<file path="config.mk">
export PLATFORM = sky130hd
export DESIGN_NAME = cnn_batch_norm_bias_ctrl
export DESIGN_NICKNAME = d
export VERILOG_FILES = /design/src/rtl/cnn_batch_norm_bias_ctrl.sv
export SDC_FILE = /design/constraint.sdc
export NUM_CORES = 1
export LEC_CHECK = 0
export ABC_AREA = 1
export CORE_ASPECT_RATIO = 1.2
export CORE_UTILIZATION = 40
export CTS_BUF_LIST = sky130_fd_sc_hd__clkbuf_16
export DETAILED_ROUTE_END_ITERATION = 7
export PLACE_DENSITY = 0.69
export SYNTH_ARGS = -nofsm -noshare
export SYNTH_HDL_FRONTEND = slang
export SYNTH_SLANG_ARGS = --single-unit
</file>
<file path="constraint.sdc">
create_clock -name i_clock -period 2.45 [get_ports i_clock]
set_input_delay 0.735 -clock i_clock [delete_from_list [all_inputs] [get_ports i_clock]]
set_output_delay 0.735 -clock i_clock [all_outputs]
set_load 0.03 [all_outputs]
</file>
<file path="src/rtl/cnn_batch_norm_bias_ctrl.sv">
// -----------------------------------------------------------------------------
// cnn_batch_norm_bias_ctrl
//
// Loads a stream of batch-norm bias words into OUTPUT_BRAM_NUM bias banks
// (word n goes to bank n mod OUTPUT_BRAM_NUM at index n). Once the load is
// complete, it serves fetch requests that read one bias per bank for the
// channels base..base+OUTPUT_BRAM_NUM-1.
//
// Optional feature: define CNN_BN_BIAS_ERR_CHECK_EN to build the sticky
// protocol/range error flag. Without it, o_error is tied to 0.
//
// Ports
//   i_clock            : clock, all logic on the rising edge
//   i_reset            : asynchronous active-low reset
//   i_start            : begin a bias load (accepted in IDLE or READY)
//   i_bias_size        : number of bias words, sampled on accepted i_start
//   i_data_valid/i_data: bias word stream, o_data_ready is its ready
//   i_bram_reset_busy  : OR of the bank reset-busy flags
//   o_bram_enable      : bank enable (write or read cycle)
//   o_wenable          : per-bank write enable, one-hot during a write
//   o_bram_data        : write data broadcast to all banks
//   o_data_point       : per-bank bias index (bank address = index / banks)
//   i_fetch            : request biases for channels starting at i_channel_base
//   o_busy             : high while waiting for bank reset, loading or fetching
//   o_load_done        : high once a complete load has finished
//   o_bias_valid       : one-cycle pulse when fetched bank data is valid
//   o_error            : sticky error flag (optional build)
// -----------------------------------------------------------------------------
module cnn_batch_norm_bias_ctrl #(
    parameter int OUTPUT_BRAM_NUM       = 4,
    parameter int DATA_WIDTH            = 32,
    parameter int BATCH_NORM_BIAS_WIDTH = 8,
    parameter int BRAM_READ_LATENCY     = 2
) (
    input  logic                                                  i_clock,
    input  logic                                                  i_reset,
    input  logic                                                  i_start,
    input  logic [BATCH_NORM_BIAS_WIDTH-1:0]                      i_bias_size,
    input  logic                                                  i_data_valid,
    input  logic [DATA_WIDTH-1:0]                                 i_data,
    output logic                                                  o_data_ready,
    input  logic                                                  i_bram_reset_busy,
    output logic                                                  o_bram_enable,
    output logic [OUTPUT_BRAM_NUM-1:0]                            o_wenable,
    output logic [DATA_WIDTH-1:0]                                 o_bram_data,
    output logic [OUTPUT_BRAM_NUM-1:0][BATCH_NORM_BIAS_WIDTH-1:0] o_data_point,
    input  logic                                                  i_fetch,
    input  logic [BATCH_NORM_BIAS_WIDTH-1:0]                      i_channel_base,
    output logic                                                  o_busy,
    output logic                                                  o_load_done,
    output logic                                                  o_bias_valid,
    output logic                                                  o_error
);

    localparam int BW     = BATCH_NORM_BIAS_WIDTH;
    localparam int BANK_W = (OUTPUT_BRAM_NUM > 1) ? $clog2(OUTPUT_BRAM_NUM) : 1;
    // Latency counter counts 0..BRAM_READ_LATENCY-1 inside FETCH.
    localparam int LAT_W  = (BRAM_READ_LATENCY > 1) ? $clog2(BRAM_READ_LATENCY) : 1;

    localparam logic [2:0] ST_WAIT_RST = 3'd0;
    localparam logic [2:0] ST_IDLE     = 3'd1;
    localparam logic [2:0] ST_LOAD     = 3'd2;
    localparam logic [2:0] ST_READY    = 3'd3;
    localparam logic [2:0] ST_FETCH    = 3'd4;

    logic [2:0]                              state_reg;
    logic [BW-1:0]                           size_reg;
    logic [BW-1:0]                           word_cnt_reg;
    logic [BANK_W-1:0]                       bank_reg;
    logic [LAT_W-1:0]                        lat_cnt_reg;
    logic                                    bram_enable_reg;
    logic [OUTPUT_BRAM_NUM-1:0]              wenable_reg;
    logic [DATA_WIDTH-1:0]                   bram_data_reg;
    logic [OUTPUT_BRAM_NUM-1:0][BW-1:0]      data_point_reg;
    logic                                    load_done_reg;
    logic                                    bias_valid_reg;

    logic                                    start_ok;
    logic                                    fetch_ok;
    logic                                    xfer;
    logic                                    last_word;
    logic                                    lat_last;
    logic [OUTPUT_BRAM_NUM-1:0]              bank_onehot;
    logic [OUTPUT_BRAM_NUM-1:0][BW-1:0]      fetch_point;

    assign start_ok  = i_start && ((state_reg == ST_IDLE) || (state_reg == ST_READY));
    // i_start wins over i_fetch when both arrive in READY.
    assign fetch_ok  = i_fetch && !i_start && (state_reg == ST_READY);
    assign xfer      = (state_reg == ST_LOAD) && i_data_valid;
    assign last_word = (word_cnt_reg == (size_reg - BW'(1)));
    assign lat_last  = (lat_cnt_reg == LAT_W'(BRAM_READ_LATENCY - 1));

    // Bank pointer is kept separately from the word counter so no modulo
    // is needed for non power-of-two bank counts.
    generate
        for (genvar gi = 0; gi < OUTPUT_BRAM_NUM; gi++) begin : g_lane
            assign bank_onehot[gi] = (bank_reg == BANK_W'(gi));
            assign fetch_point[gi] = i_channel_base + BW'(gi);  // wraps mod 2^BW
        end
    endgenerate

    always_ff @(posedge i_clock or negedge i_reset) begin
        if (!i_reset) begin
            state_reg       <= ST_WAIT_RST;
            size_reg        <= '0;
            word_cnt_reg    <= '0;
            bank_reg        <= '0;
            lat_cnt_reg     <= '0;
            bram_enable_reg <= 1'b0;
            wenable_reg     <= '0;
            bram_data_reg   <= '0;
            data_point_reg  <= '0;
            load_done_reg   <= 1'b0;
            bias_valid_reg  <= 1'b0;
        end else begin
            // Enables and the valid pulse are single-cycle by default.
            bram_enable_reg <= 1'b0;
            wenable_reg     <= '0;
            bias_valid_reg  <= 1'b0;

            if (state_reg == ST_WAIT_RST) begin
                if (!i_bram_reset_busy) begin
                    state_reg <= ST_IDLE;
                end
            end

            if (start_ok) begin
                size_reg     <= i_bias_size;
                word_cnt_reg <= '0;
                bank_reg     <= '0;
                if (i_bias_size == '0) begin
                    state_reg     <= ST_READY;
                    load_done_reg <= 1'b1;
                end else begin
                    state_reg     <= ST_LOAD;
                    load_done_reg <= 1'b0;
                end
            end else if (fetch_ok) begin
                data_point_reg  <= fetch_point;
                bram_enable_reg <= 1'b1;
                lat_cnt_reg     <= '0;
                state_reg       <= ST_FETCH;
            end

            if (xfer) begin
                bram_enable_reg <= 1'b1;
                wenable_reg     <= bank_onehot;
                bram_data_reg   <= i_data;
                for (int i = 0; i < OUTPUT_BRAM_NUM; i++) begin
                    data_point_reg[i] <= word_cnt_reg;
                end
                word_cnt_reg <= word_cnt_reg + BW'(1);
                bank_reg     <= (bank_reg == BANK_W'(OUTPUT_BRAM_NUM - 1)) ?
                                '0 : bank_reg + BANK_W'(1);
                if (last_word) begin
                    state_reg     <= ST_READY;
                    load_done_reg <= 1'b1;
                end
            end

            // Read cycle is the first FETCH cycle; valid lands exactly
            // BRAM_READ_LATENCY cycles later.
            if (state_reg == ST_FETCH) begin
                if (lat_last) begin
                    bias_valid_reg <= 1'b1;
                    state_reg      <= ST_READY;
                end else begin
                    lat_cnt_reg <= lat_cnt_reg + LAT_W'(1);
                end
            end
        end
    end

`ifdef CNN_BN_BIAS_ERR_CHECK_EN
    logic error_reg;
    logic range_bad;
    logic err_event;

    // Widened arithmetic so base + banks - 1 cannot wrap before comparing.
    assign range_bad = ((int'(i_channel_base) + OUTPUT_BRAM_NUM - 1) >= int'(size_reg));
    assign err_event = (i_start && !start_ok)
                     || (i_fetch && (state_reg != ST_READY))
                     || (fetch_ok && range_bad);

    always_ff @(posedge i_clock or negedge i_reset) begin
        if (!i_reset) begin
            error_reg <= 1'b0;
        end else if (err_event) begin
            error_reg <= 1'b1;
        end
    end

    assign o_error = error_reg;
`else
    assign o_error = 1'b0;
`endif

    assign o_data_ready  = (state_reg == ST_LOAD);
    assign o_busy        = (state_reg == ST_WAIT_RST) || (state_reg == ST_LOAD) ||
                           (state_reg == ST_FETCH);
    assign o_bram_enable = bram_enable_reg;
    assign o_wenable     = wenable_reg;
    assign o_bram_data   = bram_data_reg;
    assign o_data_point  = data_point_reg;
    assign o_load_done   = load_done_reg;
    assign o_bias_valid  = bias_valid_reg;

endmodule
</file>
-- Yosys cells after proc, flatten, opt, wreduce, memory -nomap -nowiden
Cells that the tools add are included.
- add/sub/neg operators: 7
- equality and inequality tests: 9
- mux-type cells: 31
- reduce and logical (&&, ||, !) cells: 14
- operators by type and width (operator ; number):
    two-way mux 32 bit ; 3
    two-way mux 3 bit ; 8
    adder 8 x 1 -> 8 bit, second input constant ; 2
    adder 8 x 2 -> 8 bit, second input constant ; 2
    two-way mux 8 bit ; 2
    two-way mux 1 bit ; 14
    equality test 8 bit ; 1
    logical NOT 8 bit ; 1
    subtractor 8 x 1 -> 8 bit, second input constant ; 1
    equality test 3 x 2 -> 1 bit, second input constant ; 2
    two-way mux 2 bit ; 3
    equality test 2 bit, second input constant ; 2
    logical AND 1 bit ; 4
    two-way mux 4 bit ; 1
    nonzero test 2 bit ; 2
    equality test 3 x 1 -> 1 bit, second input constant ; 1
    equality test 3 bit, second input constant ; 1
    logical NOT 3 bit ; 1
    logical OR 1 bit ; 3
    adder 2 x 1 -> 2 bit, second input constant ; 1
    equality test 2 x 1 -> 1 bit, second input constant ; 1
    logical NOT 2 bit ; 1
    != test 2 x 1 -> 1 bit, second input constant ; 1
    AND reduction 2 bit ; 1
    other kinds (2) ; 2
- register bits: 93
- input port bits: 54
- output and inout bits: 74
- word-level logic and storage cells: 75

-- Longest topological paths before layout
Gate-level depths: netlist of run 1.
- word-level depth: 9
- mapped depth: 11
- depth with buffers taken out: 11

-- Worst setup path before layout of run 1
Ideal clock, no wire load.
- path kind: register -> output
- start point: register state_reg[2]
- end point: output port o_data_ready
- arrival time: 1.170 ns
- data required time: 1.715 ns
- path slack: 0.545 ns
- cell stages (with the launch flop): 3
- buffers on the path: 1
- cell sequence: dfrtp_1 > buf_6 > nor3_1
- cells in the longest elaborated chain, start to end: 1
- RTL lines (element ; line ; source):
    start, declared ; 66 ; logic [2:0] state_reg;
    start signal, assigned ; 104 ; state_reg <= ST_WAIT_RST;
    start signal, assigned ; 123 ; state_reg <= ST_IDLE;
    start signal, assigned ; 132 ; state_reg <= ST_READY;
    equality test 3 x 2 -> 1 bit ; 198 ; assign o_data_ready = (state_reg == ST_LOAD);
    end, declared ; 41 ; output logic o_data_ready,
No other way between the ends.

-- Worst setup path in the final report of run 1
- start point: register state_reg[1]
- end point: output port o_data_ready
Same word-level chain as after synthesis.

==> flow_summary_export.csv, run 1 <==
group,metric,value,unit
floorplan,floorplan.initialDensity,41.6,%
worst_setup_path,timing.rr.start,"state_reg[2]",
sta,slew_viols_final,0,
layout,area_growth,38.8,%
synth,yosys_warnings,0,
synth,synth.cells.most_frequent,"219 x sky130_fd_sc_hd__nand2_1, 91 x sky130_fd_sc_hd__dfrtp_1, 49 x sky130_fd_sc_hd__inv_1, 38 x sky130_fd_sc_hd__nor2_1",
floorplan,die-width,97.9,um
worst_setup_path,start_kind,"flop",
floorplan,dieArea,11500,um^2
sta,max_slew_margin_vs_limit,61.7,%
pwr,cellPowerDensity,535,nW/um^2
synth,post_synth_inst_count,545,
worst_setup_path,timing.critical_path.fanout_max,6,
synth,mappedNetlistNets,609,
synth,synth.largest_area_cell,"sky130_fd_sc_hd__dfrtp_1",
layout,ff_latch_area,2280,um^2
synth,yosysTopAreaCellShare,51.6,%
floorplan,placementRows,41,
layout,layout_cells_sized_above_1,6.02,%
placement,detail_placement_hpwl,8030,um
sta,fmax,460,MHz
worst_setup_path,worst-endpoint-arrival,1.44,ns
route,detail-route-antenna-nets,0,
synth,synth-async-reset-ratio,100,%
synth,top_cells_by_area_in_the_synthesized_netlist,"sky130_fd_sc_hd__dfrtp_1 52%, sky130_fd_sc_hd__nand2_1 19%, sky130_fd_sc_hd__inv_1 4.2%",
placement,setup_slack_at_placement,0.174,ns
clock_network,cts-root-to-sink-buffers,2,
worst_setup_path,depth_of_the_worst_register_to_register_path,9,
layout,total_area_of_multi_input_combinational_cells,1790,um^2
worst_setup_path,setup_crit_end_kind,"output port",
synth,synth_area_per_cell,8.10,um^2
placement,gpl.final_weighted_congestion,0.889,
layout,final.fill_count,938,
global_routing,grt_first_pass_wirelength,18500,um
synth,synthFlopType,"sky130_fd_sc_hd__dfrtp_1",
route,wire_length_after_detailed_routing,11000,um
global_routing,via_count_of_the_first_global_routing_pass,3938,
global_routing,global_routing_usage_summed_across_all_routing_layers,20.4,%
clock_network,ctsRootBufferMaster,"sky130_fd_sc_hd__clkbuf_16",
floorplan,floorplan.die.height,117,um
layout,finish.net_count,740,
worst_setup_path,rrSetupSlack,0.79,ns
floorplan,io-pin-count,128,
synth,synth.cell_area,4420,um^2
synth,synth-edff-count,0,
route,drtIter0Drc,179,
route,detailed_route_drc_error_count,9,
route,detailroute.via_count,3980,
run_status,run_status,"complete, but fails checks",
clock_network,cts_made_buffers,9,
synth,yosysMostFrequentCell,"sky130_fd_sc_hd__nand2_1",
min_path,hold_path_class,"input port to asynchronous set/reset pin",
sta,worst_clk_skew,0.00536,ns
sta,timing.final.ws_setup,0.278,ns
floorplan,coreArea,10600,um^2
clock_network,cts_hold_buf,0,
sta,post-route-period-util,88.7,%
sta,setup_tns,0,ns
synth,synth.distinct_cells,34,
clock_network,clock_latency_on_the_worst_skew_pair,0.34,ns
synth,yosysSeqAreaShare,51.6,%
global_routing,largest_net_degree_at_the_start_of_global_routing,44,
run,drv_cap,0,
route,drt_pass1_iterations,8,
placement,buffer_ports.inserted,126,
sta,post-route-min-period,2.17,ns
clock_network,cts_num_sinks,91,
sta,hold_violations,0,
route,avgRoutedWirePerCell,13.6,um
synth,ys_ff_latch,91,
sta,setup_repair_after_global_routing_missed_its_margin,"false",
route,viasPerCell,4.91,
worst_setup_path,critPathKind,"flop to output port",
global_routing,globalRoute.totalOverflow,0,
layout,antenna_diodes,0,
worst_setup_path,timing.rr.end,"o_data_point[14]",
layout,largest_register_ffs,32,
worst_setup_path,critPathRequiredTime,1.71,ns
clock_network,tritoncts,"yes",
sta,timing_worst_slew_pin_value,0.575,ns
global_routing,grt_antenna_before_repair,0,
pwr,vdd_ir_drop_max,0.292,mV
clock_network,clkSlewWorstSetupHoldPaths,0.07,ns
pwr,static-leakage-power,0.00313,uW
run_status,failed_checks,"DRC",
clock_network,h_tree_levels,3,
sta,setup_viol_count_final,0,
[logic make-up (layout without fill, tap and decap cells)]
group / after synthesis / after routing / share of synthesized area [%]
xor+xnor: 11 / 11 / 2.18
mux: 1 / 1 / 0.227
flops: 91 / 91 / 51.6
compound gates: 60 / 60 / 7.76
simple gates: 299 / 299 / 27.5
other cells: 1 / 1 / 0.0849
fa+ha+maj: 10 / 10 / 2.83
buf+inv: 72 / 208 / 7.79
[layer usage]
metal,up-vias,share of wire [%],track usage (%)
li1,1970,-,-
met3,22,4.8,4.33
met2,103,50,35.3
met5,-,0,0
met4,0,2.5,9.90
met1,1885,43,24.4
[where the power goes]
| group | internal [uW] | switching (uW) | leakage (uW) |
|---|---|---|---|
| logic | 155 | 163 | 0.00180 |
| clock network | 807 | 616 | 0.000145 |
| registers | 1530 | 15.5 | 0.00118 |
[critical path, stage by stage (launching register included)]
cell and delay, ns:
sky130_fd_sc_hd__dfrtp_1 0.46, sky130_fd_sc_hd__inv_1 0.10, sky130_fd_sc_hd__nor3_1 0.13, sky130_fd_sc_hd__dlygate4sd2_1 0.41
[cell type report]
type | count | area share (%)
Clock buffer | 9 | 3.67
Clock inverter | 7 | 1.35
Inverter | 51 | 3.12
Multi-Input combinational cell | 382 | 29.3
Sequential cell | 91 | 37.2
Tap cell | 129 | 2.63
Timing Repair Buffer | 141 | 22.8
[placed cells by master, fill, tap and decap left out, types with 3 or more instances in the layout]
master,count
sky130_fd_sc_hd__a21oi_1,6
sky130_fd_sc_hd__a31oi_1,4
sky130_fd_sc_hd__buf_4,14
sky130_fd_sc_hd__clkbuf_16,9
sky130_fd_sc_hd__clkdlybuf4s50_1,123
sky130_fd_sc_hd__dfrtp_1,91
sky130_fd_sc_hd__ha_1,10
sky130_fd_sc_hd__inv_1,49
sky130_fd_sc_hd__nand2_1,219
sky130_fd_sc_hd__nand3_1,30
sky130_fd_sc_hd__nand4_1,3
sky130_fd_sc_hd__nor2_1,38
sky130_fd_sc_hd__nor3_1,3
sky130_fd_sc_hd__o211ai_1,6
sky130_fd_sc_hd__o21ai_0,30
sky130_fd_sc_hd__o21ai_1,5
sky130_fd_sc_hd__o22ai_1,3
sky130_fd_sc_hd__xnor2_1,4
sky130_fd_sc_hd__xor2_1,7
[repair_timing]
item	4_1_cts	5_1_grt
setup buffers	0	0
setup endpoints to repair	1	1
resized for setup	1	1
[worst max-delay path by stage]
stage,startpoint,end,slack (ns),cells after the start
after floorplan,state_reg[2],o_data_ready,0.55,2
after global placement,i_data_valid,o_data_point[14],0.20,7
after detailed placement,i_data_valid,o_data_point[22],0.17,9
after CTS,state_reg[2],o_busy,0.03,2
after global routing,state_reg[1],o_data_ready,0.21,3
final,state_reg[1],o_data_ready,0.28,3
[through the flow]
| stage | std cells | area (um^2) | hold slack, ns | power, uW | utilization (%) |
|---|---|---|---|---|---|
| floorplan | 545 | 4420 | 0.439 | 1690 | - |
| finish | 810 | 6130 | 0.382 | 3280 | 57.7 |
| global route | 810 | 6130 | 0.425 | 3400 | 57.7 |
| detailed placement | 794 | 5820 | 0.464 | 1890 | 54.8 |
| global placement | 794 | 5820 | 0.463 | 1880 | 54.8 |
| CTS | 810 | 6130 | 0.409 | 3320 | 57.7 |
Note: power is estimated with default switching activity, not from simulation.
==> inputs of run 2 (changes only) <==
--- a/config.mk
+++ b/config.mk
@@ -9,6 +9,7 @@
 export CORE_ASPECT_RATIO = 1.2
 export CORE_UTILIZATION = 40
 export CTS_BUF_LIST = sky130_fd_sc_hd__clkbuf_16
+export CTS_CLUSTER_DIAMETER = 150
 export DETAILED_ROUTE_END_ITERATION = 7
 export PLACE_DENSITY = 0.69
 export SYNTH_ARGS = -nofsm -noshare
==> results of run 2 <==
Final layout, timing and power as in run 1 (identical DEF).
==> inputs of run 3 (changes only) <==
--- a/config.mk
+++ b/config.mk
@@ -6,6 +6,7 @@
 export NUM_CORES = 1
 export LEC_CHECK = 0
 export ABC_AREA = 1
+export CAP_MARGIN = 25
 export CORE_ASPECT_RATIO = 1.2
 export CORE_UTILIZATION = 40
 export CTS_BUF_LIST = sky130_fd_sc_hd__clkbuf_16
==> results of run 3 <==
Final layout, timing and power as in run 1 (identical DEF).
